**config.mk**
```make
export PLATFORM = sky130hd
export DESIGN_NAME = alu_decode_seq
export DESIGN_NICKNAME = d
export VERILOG_FILES = /design/src/rtl/alu_pkg.sv /design/src/rtl/alu_op_decode.sv /design/src/rtl/alu_decode_seq.sv
export SDC_FILE = /design/constraint.sdc
export NUM_CORES = 1
export LEC_CHECK = 0
export CORE_MARGIN = 1.5
export CORE_UTILIZATION = 53
export DETAILED_ROUTE_END_ITERATION = 10
export MAX_ROUTING_LAYER = met4
export PLACE_DENSITY = 0.81
export SYNTH_ARGS = -nofsm -noshare
export SYNTH_HDL_FRONTEND = slang
export SYNTH_SLANG_ARGS = --single-unit
export TNS_END_PERCENT = 50
```
**constraint.sdc**
```tcl
create_clock -name clk -period 2.7 [get_ports clk]
set_input_delay 0.675 -clock clk [delete_from_list [all_inputs] [get_ports clk]]
set_output_delay 0.675 -clock clk [all_outputs]
set_load 0.01 [all_outputs]
```
**src/rtl/alu_pkg.sv**
```systemverilog
// Shared types and constants for the ALU control decoder: operation codes,
// ALUOp encodings and the handshake FSM state type.
package alu_pkg;

    localparam int LEGACY_W = 3;
    localparam int CODE_W   = 5;

    localparam logic [1:0] ALUOP_ADD    = 2'b00;
    localparam logic [1:0] ALUOP_BRANCH = 2'b01;
    localparam logic [1:0] ALUOP_FUNCT  = 2'b10;
    localparam logic [1:0] ALUOP_RSVD   = 2'b11;

    // M-extension codes are {2'b10, funct3} so the decoder can build them directly
    typedef enum logic [CODE_W-1:0] {
        ALU_ADD    = 5'b00000,
        ALU_SUB    = 5'b00001,
        ALU_AND    = 5'b00010,
        ALU_OR     = 5'b00011,
        ALU_XOR    = 5'b00100,
        ALU_SLT    = 5'b00101,
        ALU_SLTU   = 5'b00110,
        ALU_SLL    = 5'b00111,
        ALU_SRL    = 5'b01000,
        ALU_SRA    = 5'b01001,
        ALU_MUL    = 5'b10000,
        ALU_MULH   = 5'b10001,
        ALU_MULHSU = 5'b10010,
        ALU_MULHU  = 5'b10011,
        ALU_DIV    = 5'b10100,
        ALU_DIVU   = 5'b10101,
        ALU_REM    = 5'b10110,
        ALU_REMU   = 5'b10111
    } alu_ctrl_e;

    typedef enum logic [1:0] {
        ST_IDLE  = 2'b00,
        ST_WAIT  = 2'b01,
        ST_VALID = 2'b10
    } state_e;

endpackage

```
**src/rtl/alu_op_decode.sv**
```systemverilog
// Pure combinational ALUOp/funct decode into operation code, muldiv route and
// illegal flag. Illegal encodings always decode to ADD with muldiv clear.
import alu_pkg::*;

module alu_op_decode #(
    parameter bit EN_M = 1'b1
) (
    input  logic [1:0]        ALUOp,
    input  logic [2:0]        funct3,
    input  logic              opb5,
    input  logic              funct7b5,
    input  logic              funct7b0,
    output logic [CODE_W-1:0] ctrl,
    output logic              muldiv,
    output logic              illegal
);

    alu_ctrl_e ctrl_s;
    logic      muldiv_s;
    logic      illegal_s;

    // Operation decode from ALUOp and instruction function fields
    always_comb begin
        ctrl_s    = ALU_ADD;
        muldiv_s  = 1'b0;
        illegal_s = 1'b0;
        case (ALUOp)
            ALUOP_ADD: begin
                ctrl_s = ALU_ADD;
            end
            ALUOP_BRANCH: begin
                case (funct3)
                    3'b000, 3'b001: ctrl_s = ALU_SUB;
                    3'b100, 3'b101: ctrl_s = ALU_SLT;
                    3'b110, 3'b111: ctrl_s = ALU_SLTU;
                    default:        illegal_s = 1'b1;
                endcase
            end
            ALUOP_FUNCT: begin
                if (opb5 && funct7b0) begin
                    if (EN_M) begin
                        ctrl_s   = alu_ctrl_e'({2'b10, funct3});
                        muldiv_s = 1'b1;
                    end else begin
                        illegal_s = 1'b1;
                    end
                end else begin
                    case (funct3)
                        3'b000:  ctrl_s = (opb5 && funct7b5) ? ALU_SUB : ALU_ADD;
                        3'b001:  ctrl_s = ALU_SLL;
                        3'b010:  ctrl_s = ALU_SLT;
                        3'b011:  ctrl_s = ALU_SLTU;
                        3'b100:  ctrl_s = ALU_XOR;
                        // shift-immediates carry funct7b5 too, so SRA/SRL ignores opb5
                        3'b101:  ctrl_s = funct7b5 ? ALU_SRA : ALU_SRL;
                        3'b110:  ctrl_s = ALU_OR;
                        3'b111:  ctrl_s = ALU_AND;
                        default: ctrl_s = ALU_ADD;
                    endcase
                end
            end
            default: begin
                illegal_s = 1'b1;
            end
        endcase
    end

    assign ctrl    = ctrl_s;
    assign muldiv  = muldiv_s;
    assign illegal = illegal_s;

endmodule

```
**src/rtl/alu_decode_seq.sv**
```systemverilog
// Registered ALU control decode stage with valid/ready handshakes; holds issue
// while a MUL/DIV occupies the multicycle unit.
import alu_pkg::*;

module alu_decode_seq #(
    parameter int CTRL_W     = 5,
    parameter bit EN_M       = 1'b1,
    parameter int MUL_CYCLES = 3,
    parameter int DIV_CYCLES = 32
) (
    input  logic              clk,
    input  logic              reset,
    input  logic              in_valid,
    output logic              in_ready,
    input  logic              opb5,
    input  logic [2:0]        funct3,
    input  logic              funct7b5,
    input  logic              funct7b0,
    input  logic [1:0]        ALUOp,
    output logic              out_valid,
    input  logic              out_ready,
    output logic [CTRL_W-1:0] ALUControl,
    output logic              MulDiv,
    output logic              illegal
);

    localparam int MAX_CYC = (MUL_CYCLES > DIV_CYCLES) ? MUL_CYCLES : DIV_CYCLES;
    localparam int CNT_W   = $clog2(MAX_CYC) + 1;
    localparam logic [CNT_W-1:0] CNT_ZERO = {CNT_W{1'b0}};
    localparam logic [CNT_W-1:0] CNT_ONE  = CNT_W'(1);
    localparam logic [CNT_W-1:0] MUL_LOAD = CNT_W'(MUL_CYCLES - 1);
    localparam logic [CNT_W-1:0] DIV_LOAD = CNT_W'(DIV_CYCLES - 1);

    generate
        if (CTRL_W < 5) begin : g_ctrl_w_chk
            $error("alu_decode_seq: CTRL_W must be >= 5");
        end
        if ((MUL_CYCLES < 1) || (DIV_CYCLES < 1)) begin : g_cyc_chk
            $error("alu_decode_seq: MUL_CYCLES and DIV_CYCLES must be >= 1");
        end
    endgenerate

    state_e             state_r;
    state_e             state_nxt_s;
    state_e             load_state_s;
    logic [CNT_W-1:0]   count_r;
    logic [CNT_W-1:0]   count_nxt_s;
    logic [CNT_W-1:0]   load_cnt_s;
    logic               in_ready_s;
    logic               accept_s;
    logic [CODE_W-1:0]  dec_ctrl_s;
    logic               dec_muldiv_s;
    logic               dec_illegal_s;
    logic [CODE_W-1:0]  ctrl_r;
    logic               muldiv_r;
    logic               illegal_r;

    alu_op_decode #(
        .EN_M (EN_M)
    ) u_dec (
        .ALUOp    (ALUOp),
        .funct3   (funct3),
        .opb5     (opb5),
        .funct7b5 (funct7b5),
        .funct7b0 (funct7b0),
        .ctrl     (dec_ctrl_s),
        .muldiv   (dec_muldiv_s),
        .illegal  (dec_illegal_s)
    );

    // A load of zero (single-cycle muldiv) skips WAIT entirely
    assign load_cnt_s   = !dec_muldiv_s ? CNT_ZERO : (funct3[2] ? DIV_LOAD : MUL_LOAD);
    assign load_state_s = (load_cnt_s == CNT_ZERO) ? ST_VALID : ST_WAIT;

    // Handshake FSM next-state, latency counter and in_ready
    always_comb begin
        state_nxt_s = state_r;
        count_nxt_s = count_r;
        in_ready_s  = 1'b0;
        case (state_r)
            ST_IDLE: begin
                in_ready_s = 1'b1;
                if (in_valid) begin
                    state_nxt_s = load_state_s;
                    count_nxt_s = load_cnt_s;
                end else begin
                    state_nxt_s = ST_IDLE;
                end
            end
            ST_WAIT: begin
                if (count_r <= CNT_ONE) begin
                    state_nxt_s = ST_VALID;
                    count_nxt_s = CNT_ZERO;
                end else begin
                    count_nxt_s = count_r - CNT_ONE;
                end
            end
            ST_VALID: begin
                in_ready_s = out_ready;
                if (out_ready && in_valid) begin
                    state_nxt_s = load_state_s;
                    count_nxt_s = load_cnt_s;
                end else if (out_ready) begin
                    state_nxt_s = ST_IDLE;
                end else begin
                    state_nxt_s = ST_VALID;
                end
            end
            default: begin
                state_nxt_s = ST_IDLE;
                count_nxt_s = CNT_ZERO;
            end
        endcase
    end

    assign accept_s = in_valid & in_ready_s;

    // State and counter registers
    always_ff @(posedge clk or posedge reset) begin
        if (reset) begin
            state_r <= ST_IDLE;
            count_r <= CNT_ZERO;
        end else begin
            state_r <= state_nxt_s;
            count_r <= count_nxt_s;
        end
    end

    // Output register captures the decode on accept only, so it holds while stalled
    always_ff @(posedge clk or posedge reset) begin
        if (reset) begin
            ctrl_r    <= {CODE_W{1'b0}};
            muldiv_r  <= 1'b0;
            illegal_r <= 1'b0;
        end else if (accept_s) begin
            ctrl_r    <= dec_ctrl_s;
            muldiv_r  <= dec_muldiv_s;
            illegal_r <= dec_illegal_s;
        end else begin
            ctrl_r    <= ctrl_r;
            muldiv_r  <= muldiv_r;
            illegal_r <= illegal_r;
        end
    end

    assign in_ready   = in_ready_s;
    assign out_valid  = (state_r == ST_VALID);
    assign ALUControl = CTRL_W'(ctrl_r);
    assign MulDiv     = muldiv_r;
    assign illegal    = illegal_r;

endmodule

```
* After elaboration in Yosys (flattened, before gate mapping)
Index checks and enable logic that the tools add are counted.
Cells by class: muxes and demuxes 23, reductions and logical operators 13, add/sub/neg operators 1, equal/unequal tests 14, magnitude comparators 1, bitwise gates (word level) 1
Operator list (number):
- $pmux 5 s8 | 1
- $mux 6 | 3
- $pmux 6 s3 | 1
- $mux 5 | 3
- $eq 3x3->1 const B | 4
- $mux 2 | 5
- $pmux 5 s2 | 1
- $pmux 3 s3 | 1
- $reduce_or 2->1 | 4
- $eq 3x2->1 const B | 2
- $le 6x1->1 const B | 1
- $logic_not 6->1 | 1
- $pmux 2 s3 | 1
- $reduce_or 6->1 | 1
- $sub 6x1->6 const B | 1
- $mux 1 | 5
- $eq 2x1->1 const B | 2
- $eq 2x2->1 const B | 2
- $logic_not 2->1 | 2
- $ne 2x2->1 const B | 2
- $pmux 1 s2 | 2
- $eq 3x1->1 const B | 1
- $logic_and 1x1->1 | 3
- $logic_not 3->1 | 1
- other kinds (3) | 3
Word-level totals: flip-flop bits (word level) 15, word-level logic and storage cells 58, output and inout port bits 9, input bits 12

* Longest topological paths before layout
depth after elaboration 8, mapped depth 7, mapped depth without buffers 6

* Cells and area by module
Synthesis repeated with hierarchy kept, for this count alone.
Second synthesis, totals: cell total of the unflattened synthesis 104, area, all modules 1018.5 sq um
By module, submodules not included:
- alu_decode_seq | times used 1, cells each 73, area an instance 795.8 sq um
- alu_op_decode | times used 1, cells each 31, area an instance 222.7 sq um

* Worst setup path after synthesis
Ideal clock, no wire load.
kind input-to-reg, start point input ALUOp[0], end point register count_r[4], library setup time 116 ps, arrival time 1706 ps, stages on the path 7, slack 879 ps, cell sequence inv_1 -> ha_1 -> clkbuf_2 -> nand3_1 -> nor4_1 -> nand2_1 -> o311ai_0
On the way: longest elaborated chain between the ends 5, elaborated cells between the ends (all ways) 6
Ends and longest elaborated chain:
- start, declared | line alu_decode_seq.sv:19 | input logic [1:0] ALUOp,
- $eq 2x2->1 (*) | line alu_op_decode.sv:27 | case (ALUOp)
- $mux 1 (*) | line alu_op_decode.sv:27
- $mux 5 (*) | line alu_decode_seq.sv:72 | assign load_cnt_s = !dec_muldiv_s ? CNT_ZERO : (funct3[2] ? DIV_LOAD : MUL_LOAD);
- $mux 6 (on tied branches) | line alu_decode_seq.sv:100, alu_decode_seq.sv:83
- $pmux 6 s3 (*) | line alu_decode_seq.sv:80 | case (state_r)
- end signal, assigned | line alu_decode_seq.sv:125 | count_r <= count_nxt_s;
- end, declared | line alu_decode_seq.sv:46 | logic [CNT_W-1:0] count_r;
Every way passes the cells marked *; elsewhere a longest branch is shown, timed or not. The select of a mux whose other input is x is not followed. A chain may end at the register's enable or synchronous reset.

* Worst setup path after layout
start point input out_ready, end point output in_ready
On the way: longest elaborated chain between the ends 1
Ends and longest elaborated chain:
- start, declared | line alu_decode_seq.sv:21 | input logic out_ready,
- $pmux 1 s2 | line alu_decode_seq.sv:80
- end, declared | line alu_decode_seq.sv:14 | output logic in_ready,
Every way passes these cells.

==> Implementation_results.wiki <==
{| class="wikitable"
! Metric !! Value
|-
| Commonest cells in the netlist || 15 x sky130_fd_sc_hd__dfrtp_1, 11 x sky130_fd_sc_hd__nand2_1, 9 x sky130_fd_sc_hd__inv_1, 9 x sky130_fd_sc_hd__o21ai_0, 6 x sky130_fd_sc_hd__a21oi_1
|-
| Largest vdd supply drop || 341 uV
|-
| Maximum number of pins on one net before global-route repair || 16
|-
| Cell with the most instances after synthesis || sky130_fd_sc_hd__dfrtp_1
|-
| Final critical-path share of the clock period || 96.1%
|-
| Mean Syn Cell Area || 9.04 um2
|-
| Critical-path cell list || clkdlybuf4s50_1 > nor2b_2 > nor2_1 > clkdlybuf4s50_1
|-
| Routed via count || 872
|-
| First-pass GRT wire length || 3.23 mm
|-
| Antenna violations before repair || 0
|-
| Most frequent CP cell || sky130_fd_sc_hd__clkdlybuf4s50_1
|-
| Placeable core region || 1710 um2
|-
| Horizontal die dimension || 45.3 um
|-
| Combinational Power Share || 24.3%
|-
| Cells taking the most area after synthesis || sky130_fd_sc_hd__dfrtp_1 40%, sky130_fd_sc_hd__ha_1 6.6%, sky130_fd_sc_hd__o21ai_0 4.7%, sky130_fd_sc_hd__nand2_1 4.3%, sky130_fd_sc_hd__inv_1 3.6%
|-
| Count of buffers inserted at the top-level ports || 20
|-
| Average wire length per cell after detail routing || 13.1 um
|-
| Cell row count || 15
|-
| Peak clock frequency supported by timing || 0.385 GHz
|-
| Detailed-routing iteration count for the pre-antenna-repair pass || 4
|-
| Drt first-iter violations || 19
|-
| Clock transition at the register clock pins on the worst setup and hold paths after CTS || 0.08 ns
|-
| Buffers from clock root to sink, at most || 2
|-
| Global-route congestion overflow total || 0
|-
| CTS tree || yes
|-
| Slew Limit Headroom || 61.9%
|-
| I/O pins || 21
|-
| CP max stage delay || 0.55 ns
|-
| CP Launch Type || input port
|-
| Sequential share of the synthesized area || 39.5%
|-
| Core Util, Final || 71.1%
|-
| Number of enable-type register cells in the synthesized netlist || 0
|-
| Vias in the first global route || 724
|-
| Worst hold slack || 0.483 ns
|-
| Dpl hpwl || 1.58 mm
|-
| Area taken by multi-input logic gates || 524 um2
|-
| H-tree Lvls || 1
|-
| CTS Hold Bufs || 0
|-
| Critical path's slowest cell || sky130_fd_sc_hd__clkdlybuf4s50_1
|-
| Fillers || 134
|-
| Static leakage power || 0.563 nW
|-
| Actual slew at the worst max-slew pin || 0.571 ns
|-
| Final Max Tran Viols || 0
|-
| Number of antenna diodes || 0
|-
| Antenna-violating nets left || 0
|-
| Switching power || 0.000141 W
|-
| Skew final || 0.00451 ns
|-
| Drt drc || 0
|-
| Power per cell area || 408 nW/um2
|-
| RSZ-0062 raised after global routing || no
|-
| Post-synth ARST share || 100%
|-
| Final setup violating endpoints || 0
|-
| Data required time at the worst endpoint || 2.03 ns
|-
| Clock buffer count from CTS || 3
|-
| Worst hold path type || reg2reg
|-
| Run status || finished, final reports clean
|-
| Internal power consumption || 0.000354 W
|-
| Storage cell area || 375 um2
|-
| Largest area contributor in the netlist || sky130_fd_sc_hd__dfrtp_1
|-
| Total global-route track usage || 23.4%
|-
| Clk Latency, worst-skew pair || 0.29 ns
|-
| Kind of capture point of the worst setup path || output port
|-
| Routed wire length || 2.00 mm
|-
| Area Growth Syn to Fin || 27.9%
|-
| Setup Slack @ Placement || 0.0613 ns
|-
| Primary FF master, synth || sky130_fd_sc_hd__dfrtp_1
|-
| Final-layout setup total negative slack || 0 ns
|-
| Total number of yosys warnings || 0
|-
| Final-stage net count || 146
|-
| Die Ht || 45.3 um
|-
| Setup slack after layout || 0.105 ns
|-
| Sinks on Clock Net || 15
|-
| Number of failing hold endpoints at the final stage || 0
|-
| Part of the total power dissipated in sequential elements || 49.9%
|-
| Crit path DAT || 1.92 ns
|-
| Die ar. || 2050 um2
|-
| Fraction of power spent switching nets || 28.5%
|-
| Final RePlAce weighted congestion || 0.825
|-
| Total of flip-flops plus latches after synthesis || 15
|-
| Time the final worst path needs with I/O delays and setup || 2.59 ns
|-
| Number of violations of the max-capacitance limit || 0
|-
| Power share of the clock group || 25.7%
|-
| Number of instances in the synthesized netlist || 105
|-
| Synth Net Count || 122
|-
| Starting density of the core || 55.6%
|-
| Top cell type's share of synthesized area || 39.5%
|-
| Setup Crit Path Kind || in2out
|-
| Buffer cell driving the clock tree root || sky130_fd_sc_hd__clkbuf_4
|-
| Vias per cell || 5.70
|-
| Post-layout total power || 0.000495 W
|-
| Fraction of final layout cells sized beyond drive strength 1 || 10.2%
|-
| Top fanout value on the critical path || 5
|-
| Distinct cells, synth || 36
|-
| Netlist area before placement || 950 um2
|}
[cell type report]
cell class                 instances  share of cell area (%)
clock buffer                       3                    1.85
sequential                        15                    30.9
multi-input combinational         77                    43.2
clock inverter                     1                   0.412
inverter                           9                    2.78
timing repair buffer              23                    18.3
tap                               25                    2.57
[kinds of logic after synthesis]
family,Yosys count,synth area share (%)
AO/OA/AOI/OAI,33,25.4
flip-flops,15,39.5
buffers and inverters,13,5.53
XOR/XNOR,1,0.922
AND/OR/NAND/NOR,38,22.0
adder cells (fa/ha/maj),5,6.59
[power groups by stage]
stage          Clock, W  Combinational (W)  Sequential [W]
6_report       0.000127           0.000121        0.000247
5_1_grt        0.000142           0.000135        0.000249
4_1_cts        0.000132           0.000121        0.000248
3_5_place_dp          0           0.000120        0.000252
3_3_place_gp          0           0.000117        0.000251
2_1_floorplan         0          0.0000612        0.000254
[cells in the final DEF, fill, tap and decap left out, types with 2 or more instances in the layout]
cell type / count
sky130_fd_sc_hd__a21o_1: 2
sky130_fd_sc_hd__a21oi_1: 6
sky130_fd_sc_hd__a22oi_1: 2
sky130_fd_sc_hd__a2bb2oi_1: 2
sky130_fd_sc_hd__buf_4: 3
sky130_fd_sc_hd__clkbuf_4: 3
sky130_fd_sc_hd__clkdlybuf4s50_1: 20
sky130_fd_sc_hd__dfrtp_1: 15
sky130_fd_sc_hd__ha_1: 5
sky130_fd_sc_hd__inv_1: 9
sky130_fd_sc_hd__nand2_1: 11
sky130_fd_sc_hd__nand2b_1: 3
sky130_fd_sc_hd__nand3_1: 4
sky130_fd_sc_hd__nand4_1: 2
sky130_fd_sc_hd__nor2_1: 3
sky130_fd_sc_hd__nor2b_1: 2
sky130_fd_sc_hd__nor3_1: 3
sky130_fd_sc_hd__o21ai_0: 9
sky130_fd_sc_hd__o22ai_1: 2
sky130_fd_sc_hd__o311a_1: 2
sky130_fd_sc_hd__o311ai_0: 2
sky130_fd_sc_hd__or3_1: 2
[critical path: cells and delay by family]
family                 cells  cell delay (ns)
buffers and inverters      2             1.04
AND/OR/NAND/NOR            2             0.20
[sequential cells by signal (all words and copies together) (netlist names)]
signal / flops
ALUControl: 5
MulDiv: 1
count_r: 6
illegal: 1
state_r: 2
[metal layers]
metal / global-route usage, % / vias to the layer above / wire length [um]
met1: 30.5 / 409 / 954
met5: - / - / 0
met2: 34.0 / 23 / 912
met4: 8.82 / 0 / 30
li1: - / 436 / -
met3: 7.20 / 4 / 100
[through the flow]
step | instances | cell area (um2)
floorplan | 105 | 950
global placement | 149 | 1180
detailed placement | 149 | 1180
CTS | 153 | 1210
global route | 153 | 1210
finish | 153 | 1210
[path summary, 6_finish.rpt]
kind	startpoint	end	slack [ns]	depth (start not counted)
hold reg to reg	MulDiv	MulDiv	0.48	1
hold / removal	MulDiv	MulDiv	0.48	1
min in group asynchronous	reset	state_r[0]	0.74	2
setup / recovery	out_ready	in_ready	0.11	4
setup reg to reg	count_r[0]	count_r[3]	1.01	6
max in group asynchronous	reset	ALUControl[1]	1.59	2
[what timing repair did]
action,4_1_cts,5_1_grt
setup buffers,0,0
gates resized for setup,0,1
endpoints found under the setup margin,0,1
hold endpoints to repair,0,0
(Power assumes the default switching activity.)
